[src/rtl/shift_right_pipe.sv]
// ---------------------------------------------------------------------------
// shift_right_pipe
//
// Three-stage pipelined 64-bit right barrel shifter for the LSR/ASR path.
// Supports logical (zero-fill) and arithmetic (sign-fill) shifts of 0-63 bits.
// Each stage resolves two bits of the shift amount with two cascaded 2:1 mux
// levels:
//   stage 1: shift[1:0] -> 0/1/2/3
//   stage 2: shift[3:2] -> 0/4/8/12
//   stage 3: shift[5:4] -> 0/16/32/48
// The fill bit (arith & dataIn[63]) is captured at acceptance and travels with
// the operation, so later stages never need the original operand.
//
// Stages advance independently, so an empty stage accepts from upstream even
// while downstream is stalled. Throughput is one operation per cycle.
//
// Ports:
//   clk          rising-edge clock for all state
//   reset        synchronous, active-high; clears all pipeline state
//   in_valid     upstream presents an operation
//   in_ready     block accepts the operation this cycle
//   dataIn       64-bit operand
//   shift        shift amount, 0-63
//   arith        1 = arithmetic (fill with dataIn[63]), 0 = logical (fill 0)
//   out_valid    shiftedData holds a result
//   out_ready    downstream consumes the result this cycle
//   shiftedData  result register (stage 3 data)
// ---------------------------------------------------------------------------
module shift_right_pipe (
    input  logic        clk,
    input  logic        reset,
    input  logic        in_valid,
    output logic        in_ready,
    input  logic [63:0] dataIn,
    input  logic [5:0]  shift,
    input  logic        arith,
    output logic        out_valid,
    input  logic        out_ready,
    output logic [63:0] shiftedData
);

    // -----------------------------------------------------------------------
    // Pipeline state
    // -----------------------------------------------------------------------
    // Stage 1: partially shifted data, fill bit and the four unresolved
    // shift bits (shift[5:2]).
    logic        v1_q;
    logic [63:0] data1_q;
    logic        fill1_q;
    logic [3:0]  shamt1_q;

    // Stage 2: two unresolved shift bits remain (shift[5:4]).
    logic        v2_q;
    logic [63:0] data2_q;
    logic        fill2_q;
    logic [1:0]  shamt2_q;

    // Stage 3: final result; no shift bits or fill left to carry.
    logic        v3_q;
    logic [63:0] data3_q;

    // -----------------------------------------------------------------------
    // Stage advance control
    // -----------------------------------------------------------------------
    // A stage may load when it is empty or when its own contents move on
    // this cycle. The chain is a short AND/OR ripple from out_ready back to
    // in_ready, which is what lets a full pipeline accept and emit in the
    // same cycle.
    logic en1;
    logic en2;
    logic en3;

    always_comb begin
        en3      = !v3_q | out_ready;
        en2      = !v2_q | en3;
        en1      = !v1_q | en2;
        in_ready = en1 & !reset;
    end

    // -----------------------------------------------------------------------
    // Stage 1 shift network (bits 0 and 1 of the shift amount)
    // -----------------------------------------------------------------------
    logic        fill_in;
    logic [63:0] s1_l0;
    logic [63:0] s1_l1;

    always_comb begin
        fill_in = arith & dataIn[63];
        s1_l0   = shift[0] ? {fill_in, dataIn[63:1]}      : dataIn;
        s1_l1   = shift[1] ? {{2{fill_in}}, s1_l0[63:2]} : s1_l0;
    end

    // -----------------------------------------------------------------------
    // Stage 2 shift network (bits 2 and 3 of the shift amount)
    // -----------------------------------------------------------------------
    logic [63:0] s2_l0;
    logic [63:0] s2_l1;

    always_comb begin
        s2_l0 = shamt1_q[0] ? {{4{fill1_q}}, data1_q[63:4]} : data1_q;
        s2_l1 = shamt1_q[1] ? {{8{fill1_q}}, s2_l0[63:8]}   : s2_l0;
    end

    // -----------------------------------------------------------------------
    // Stage 3 shift network (bits 4 and 5 of the shift amount)
    // -----------------------------------------------------------------------
    logic [63:0] s3_l0;
    logic [63:0] s3_l1;

    always_comb begin
        s3_l0 = shamt2_q[0] ? {{16{fill2_q}}, data2_q[63:16]} : data2_q;
        s3_l1 = shamt2_q[1] ? {{32{fill2_q}}, s3_l0[63:32]}   : s3_l0;
    end

    // -----------------------------------------------------------------------
    // Stage 1 register
    // -----------------------------------------------------------------------
    // Data only loads alongside a valid operation so that bubbles never
    // disturb the payload registers.
    always_ff @(posedge clk) begin
        if (reset) begin
            v1_q     <= 1'b0;
            data1_q  <= 64'h0;
            fill1_q  <= 1'b0;
            shamt1_q <= 4'h0;
        end else if (en1) begin
            v1_q <= in_valid;
            if (in_valid) begin
                data1_q  <= s1_l1;
                fill1_q  <= fill_in;
                shamt1_q <= shift[5:2];
            end
        end
    end

    // -----------------------------------------------------------------------
    // Stage 2 register
    // -----------------------------------------------------------------------
    always_ff @(posedge clk) begin
        if (reset) begin
            v2_q     <= 1'b0;
            data2_q  <= 64'h0;
            fill2_q  <= 1'b0;
            shamt2_q <= 2'h0;
        end else if (en2) begin
            v2_q <= v1_q;
            if (v1_q) begin
                data2_q  <= s2_l1;
                fill2_q  <= fill1_q;
                shamt2_q <= shamt1_q[3:2];
            end
        end
    end

    // -----------------------------------------------------------------------
    // Stage 3 register (output)
    // -----------------------------------------------------------------------
    // Holding data3_q when no new valid arrives keeps shiftedData stable
    // through an output stall.
    always_ff @(posedge clk) begin
        if (reset) begin
            v3_q    <= 1'b0;
            data3_q <= 64'h0;
        end else if (en3) begin
            v3_q <= v2_q;
            if (v2_q) begin
                data3_q <= s3_l1;
            end
        end
    end

    // -----------------------------------------------------------------------
    // Outputs
    // -----------------------------------------------------------------------
    always_comb begin
        out_valid   = v3_q;
        shiftedData = data3_q;
    end

endmodule

[config.mk]
export PLATFORM = sky130hd
export DESIGN_NAME = shift_right_pipe
export DESIGN_NICKNAME = d
export VERILOG_FILES = /design/src/rtl/shift_right_pipe.sv
export SDC_FILE = /design/constraint.sdc
export NUM_CORES = 1
export LEC_CHECK = 0
export CAP_MARGIN = 30
export CORE_MARGIN = 3
export CORE_UTILIZATION = 40
export DETAILED_ROUTE_END_ITERATION = 10
export PLACE_DENSITY = 0.67
export SYNTH_ARGS = -nofsm -noshare
export SYNTH_HDL_FRONTEND = slang
export SYNTH_SLANG_ARGS = --single-unit
export TNS_END_PERCENT = 20
[constraint.sdc]
create_clock -name clk -period 5.08 [get_ports clk]
set_input_delay 1.524 -clock clk [delete_from_list [all_inputs] [get_ports clk]]
set_output_delay 1.524 -clock clk [all_outputs]
set_load 0.02 [all_outputs]
==> results.md <==
- The flow ran to the end, and the final reports show no timing, DRC or antenna violations.
- The share of layout cells above drive strength 1 is a little under a fifth.
- The startpoint of the most critical register-to-register path is v2_q.
- The via count of the first global-routing pass is roughly 8,600.
- The portion of total power attributed to combinational logic is between 10% and 20%.
- Entering global routing, the biggest net connects between 70 and 80 pins.
- The post-synth net total is between 1,000 and 1,500.
- The count of buffers added on input and output ports is 140.
- The worst hold endpoint is shamt2_q[1].
- The area share of the largest cell type after synthesis is a little under two fifths.
- The final period utilization is between 90% and 100%.
- The wire length per cell is approximately 21 µm.
- The final-layout fill cell count is roughly 2,400.
- The data arrival time of the critical path is 3150 ps.
- Static timing analysis puts the maximum clock frequency at 213.9 MHz.
- The switching power total is just over 1000 µW.
- Excluding fillers, the count of instances in the completed layout stands at around 1,500.
- In the synthesized netlist, the number of instances is ~1,000.
- The total core area is 26,500 µm².
- The first global-routing pass estimated ~49 mm of wire.
- The first-iteration detailed-routing DRC count is roughly 900.
- The CTS sink count is between 200 and 250.
- The final instance area is 13,120 µm².
- The number of vias after detailed routing is around 9,000.
- The all-layer global routing usage is 21.10%.
- The worst hold path begins at shamt1_q[3].
- For the pin with the worst max-slew slack, the measured transition is approximately 1100 ps.
- The kind of path behind the tightest hold check is register to register.
- TritonCTS built the clock tree.
- Max-cap violations in this run came to 0.
- Of the synthesized area, sequential elements account for between 30% and 40%.
- In the post-synthesis netlist, the biggest area contributors are sky130_fd_sc_hd__dfxtp_1 37%, sky130_fd_sc_hd__mux4_2 16%, sky130_fd_sc_hd__mux2i_1 6.8%, sky130_fd_sc_hd__mux2_2 6.5%, sky130_fd_sc_hd__a21oi_1 5.0%.
- Clock skew on the completed layout was measured at roughly 26 ps.
- The internal power contribution is 2901 µW.
- Global routing finished with a remaining overflow of 0.
- The worst register-to-register path has a setup slack of between 2000 and 3000 ps.
- The post-detailed-routing wire length is 31.53 mm.
- The category of the worst setup path launch point is an input pin.
- The critical path class is input pin to output pin.
- The total count of hold-check failures in the final report came to 0.
- The cell total after placement is 1,425.
- The power density normalized to cell area is approximately 300 nW/µm².
- The weighted congestion reported at the end of routability-driven placement is 0.9369.
- Across the VDD grid, the largest voltage drop is around 210 µV.
- The initial antenna violation count is 0.
- The count of unique library cells instantiated by Yosys is 40.
- The wire length the detailed router placed on met1 is 13.94 mm.
- The highest signal layer in the routed design is met4.
- The standard cell area after detailed placement is 12,350 µm².
- The cell at the root of the clock tree is sky130_fd_sc_hd__clkbuf_16.
- After synthesis the cells add up to ~11,000 µm².
- Setup repair after global routing left no endpoint under its margin.
- Counting the buffers created by CTS gives 23.
- The post-DP HPWL is roughly 23 mm.
- The clock input transition at the sequential cells of the worst setup and hold paths is 60 ps.
- For the final routed database, the setup TNS stands at 0 ps.
- The growth of design area from synthesis to finish is 19.81%.
- In this run, the clock network consumes approximately two fifths of the power.
- The post-detailed-route count of antenna-violating nets is 0.
- The endpoint identified for the worst register-to-register timing path is data1_q[47].
- Wire segments on met3 add up to between 2 and 2.5 mm in the final route.
- The die extent in y is approximately 170 µm.
- In this run the mean area of a mapped cell was between 10 and 15 µm².
- Wire segments on met2 add up to about 15 mm in the final route.
- The worst endpoint required time is 3560 ps.
- Along the worst hold path, the cell count comes to 2.
- The insertion delay to the later sink of the worst-skew pair is approximately 520 ps.
- In this run the tightest slew margin relative to its limit is 29.78%.
- The overall die area is roughly 29,000 µm².
- The Yosys step of the flow raised 0 warnings.
- The cell type with the largest total area after synthesis is sky130_fd_sc_hd__dfxtp_1.
- In this run the number of H-tree levels came out at 1.
- In this run the core area contains 59 standard-cell rows.
- Of all nets on the critical path, the largest fanout is 6.
- For this design the static power due to leakage is around 0.0045 µW.
- The number of slew-limit violations in the final report came to 0.
- Counting I/O delays and the setup requirement, the final critical path takes 4676 ps.
- The share of total power dissipated in sequential elements is between 40% and 50%.
- The floorplan step set the die width to 171.5 µm.
- The number of antenna diodes in the final layout is 0.
- The maximum clock insertion buffer count is 3.
- Post-CTS repair changed the size of 0 cells.
- The final layout contains 1,191 nets.
- In the routed design, unresolved DRC markers number 0.
- Measured in cells, the most critical reg-to-reg path has a length of 4.
- Setup violations remaining at the end of the flow were counted as 0.
- The switching share of power is between 20% and 30%.
- The number of post-CTS setup repair buffers is 0.
- The detailed-routing iteration count for the pre-antenna-repair pass is 5.
- The number of top-level design ports is approximately 140.
- The via-per-instance ratio is roughly 6.1.
- After clock tree synthesis, the flow added hold-fix buffers numbering 0.
- After synthesis the netlist holds a flip-flop and latch count of slightly above 200.
- The effective utilization at floorplan is between 40% and 50%.
- STA classifies the critical path endpoint as an output pin.
-- power groups by stage --
stage	clock network, µW	registers (µW)	logic (µW)
5_1_grt	1700	1790	583
3_3_place_gp	0	1810	526
4_1_cts	1630	1780	536
3_5_place_dp	0	1810	533
2_1_floorplan	0	1750	385
6_report	1610	1780	537
-- cells by family after synthesis --
| family | share of synthesized area (%) |
|---|---|
| compound gates | 20.44 |
| mux | 29.07 |
| flops | 37.10 |
| simple gates | 7.585 |
| buf+inv | 5.803 |
-- state kept, by name, summed over array words and instances (netlist names) --
signal and cells:
shamt1_q 4, fill1_q 1, out_valid 1, data1_q 64, shiftedData 64, v2_q 1
fill2_q 1, data2_q 64, shamt2_q 2, v1_q 1
-- metrics by stage --
stage               hold slack, ps  setup slack, ps  util [%]  power [µW]
global placement             450.7            340.8     46.51        2333
floorplan                    427.8             1359         -        2139
detailed placement           455.2            359.9     46.62        2342
finish                       462.8            404.4     49.52        3929
global route                 471.3            292.7     49.52        4067
CTS                          468.0            338.5     49.41        3944
-- final cells by class --
class	count	area [µm²]	share of cell area (%)
clock buffer	36	704.4	5.368
clock inverter	5	36.28	0.2765
inverter	6	22.52	0.1716
multi-input combinational	719	6267	47.76
sequential	203	4071	31.03
tap	335	419.2	3.194
timing repair buffer	163	1602	12.20
-- Yosys cell counts --
master	count
sky130_fd_sc_hd__inv_1	5
sky130_fd_sc_hd__nor3_4	1
sky130_fd_sc_hd__a21oi_2	1
sky130_fd_sc_hd__a22oi_1	1
sky130_fd_sc_hd__nand2_1	48
sky130_fd_sc_hd__a211o_1	7
sky130_fd_sc_hd__nor2_4	1
sky130_fd_sc_hd__nand3b_1	1
sky130_fd_sc_hd__dfxtp_1	203
sky130_fd_sc_hd__nand3_1	64
sky130_fd_sc_hd__o2111ai_1	2
sky130_fd_sc_hd__a211oi_1	25
sky130_fd_sc_hd__and2b_1	1
sky130_fd_sc_hd__clkbuf_1	39
sky130_fd_sc_hd__and4b_1	1
sky130_fd_sc_hd__a32o_1	26
sky130_fd_sc_hd__nor3_2	1
sky130_fd_sc_hd__nand3_2	1
sky130_fd_sc_hd__nand4b_2	1
sky130_fd_sc_hd__buf_6	7
sky130_fd_sc_hd__a221oi_1	1
sky130_fd_sc_hd__nor2b_1	11
sky130_fd_sc_hd__a22o_1	23
sky130_fd_sc_hd__nand4_1	1
sky130_fd_sc_hd__mux2_2	63
sky130_fd_sc_hd__o21ai_0	81
sky130_fd_sc_hd__buf_2	43
sky130_fd_sc_hd__buf_4	19
sky130_fd_sc_hd__clkinv_1	1
sky130_fd_sc_hd__buf_1	8
sky130_fd_sc_hd__o21a_1	2
sky130_fd_sc_hd__and3b_1	1
sky130_fd_sc_hd__a21oi_1	110
sky130_fd_sc_hd__mux2i_1	74
sky130_fd_sc_hd__o2bb2ai_1	43
sky130_fd_sc_hd__nand2b_1	21
sky130_fd_sc_hd__nor2_1	6
sky130_fd_sc_hd__nor3_1	1
sky130_fd_sc_hd__mux4_2	77
sky130_fd_sc_hd__o22ai_1	22
-- layout by cell type (no fill, tap or decap), types with 22 or more instances in the layout --
master,instances
sky130_fd_sc_hd__a21oi_1,109
sky130_fd_sc_hd__clkbuf_16,23
sky130_fd_sc_hd__clkdlybuf4s50_1,137
sky130_fd_sc_hd__o22ai_1,22
sky130_fd_sc_hd__o2bb2ai_1,43
sky130_fd_sc_hd__nand2_1,48
sky130_fd_sc_hd__mux4_2,77
sky130_fd_sc_hd__mux2i_1,74
sky130_fd_sc_hd__a32o_1,26
sky130_fd_sc_hd__a22o_1,23
sky130_fd_sc_hd__dfxtp_1,199
sky130_fd_sc_hd__nand3_1,64
sky130_fd_sc_hd__mux2_2,63
sky130_fd_sc_hd__a211oi_1,25
sky130_fd_sc_hd__o21ai_0,81
sky130_fd_sc_hd__buf_4,22
-- worst max-delay path by stage --
stage                          from        to  slack (ps)
final                     out_ready  in_ready         400
after detailed placement  out_ready  in_ready         360
after global routing      out_ready  in_ready         290
after global placement    out_ready  in_ready         340
after floorplan           out_ready  in_ready        1360
after CTS                 out_ready  in_ready         340
-- per-layer routing --
metal	vias to the layer above	GRT usage (%)
li1	4201	-
met1	4408	29.04
met2	302	33.88
met3	52	4.275
met4	0	5.983
met5	-	0
-- worst max-delay path, stage by stage --
cell	delay (ps)
sky130_fd_sc_hd__clkdlybuf4s50_1	560
sky130_fd_sc_hd__and4b_1	240
sky130_fd_sc_hd__nor2_1	170
sky130_fd_sc_hd__clkdlybuf4s50_1	660
Note: power is estimated with default switching activity, not from simulation.
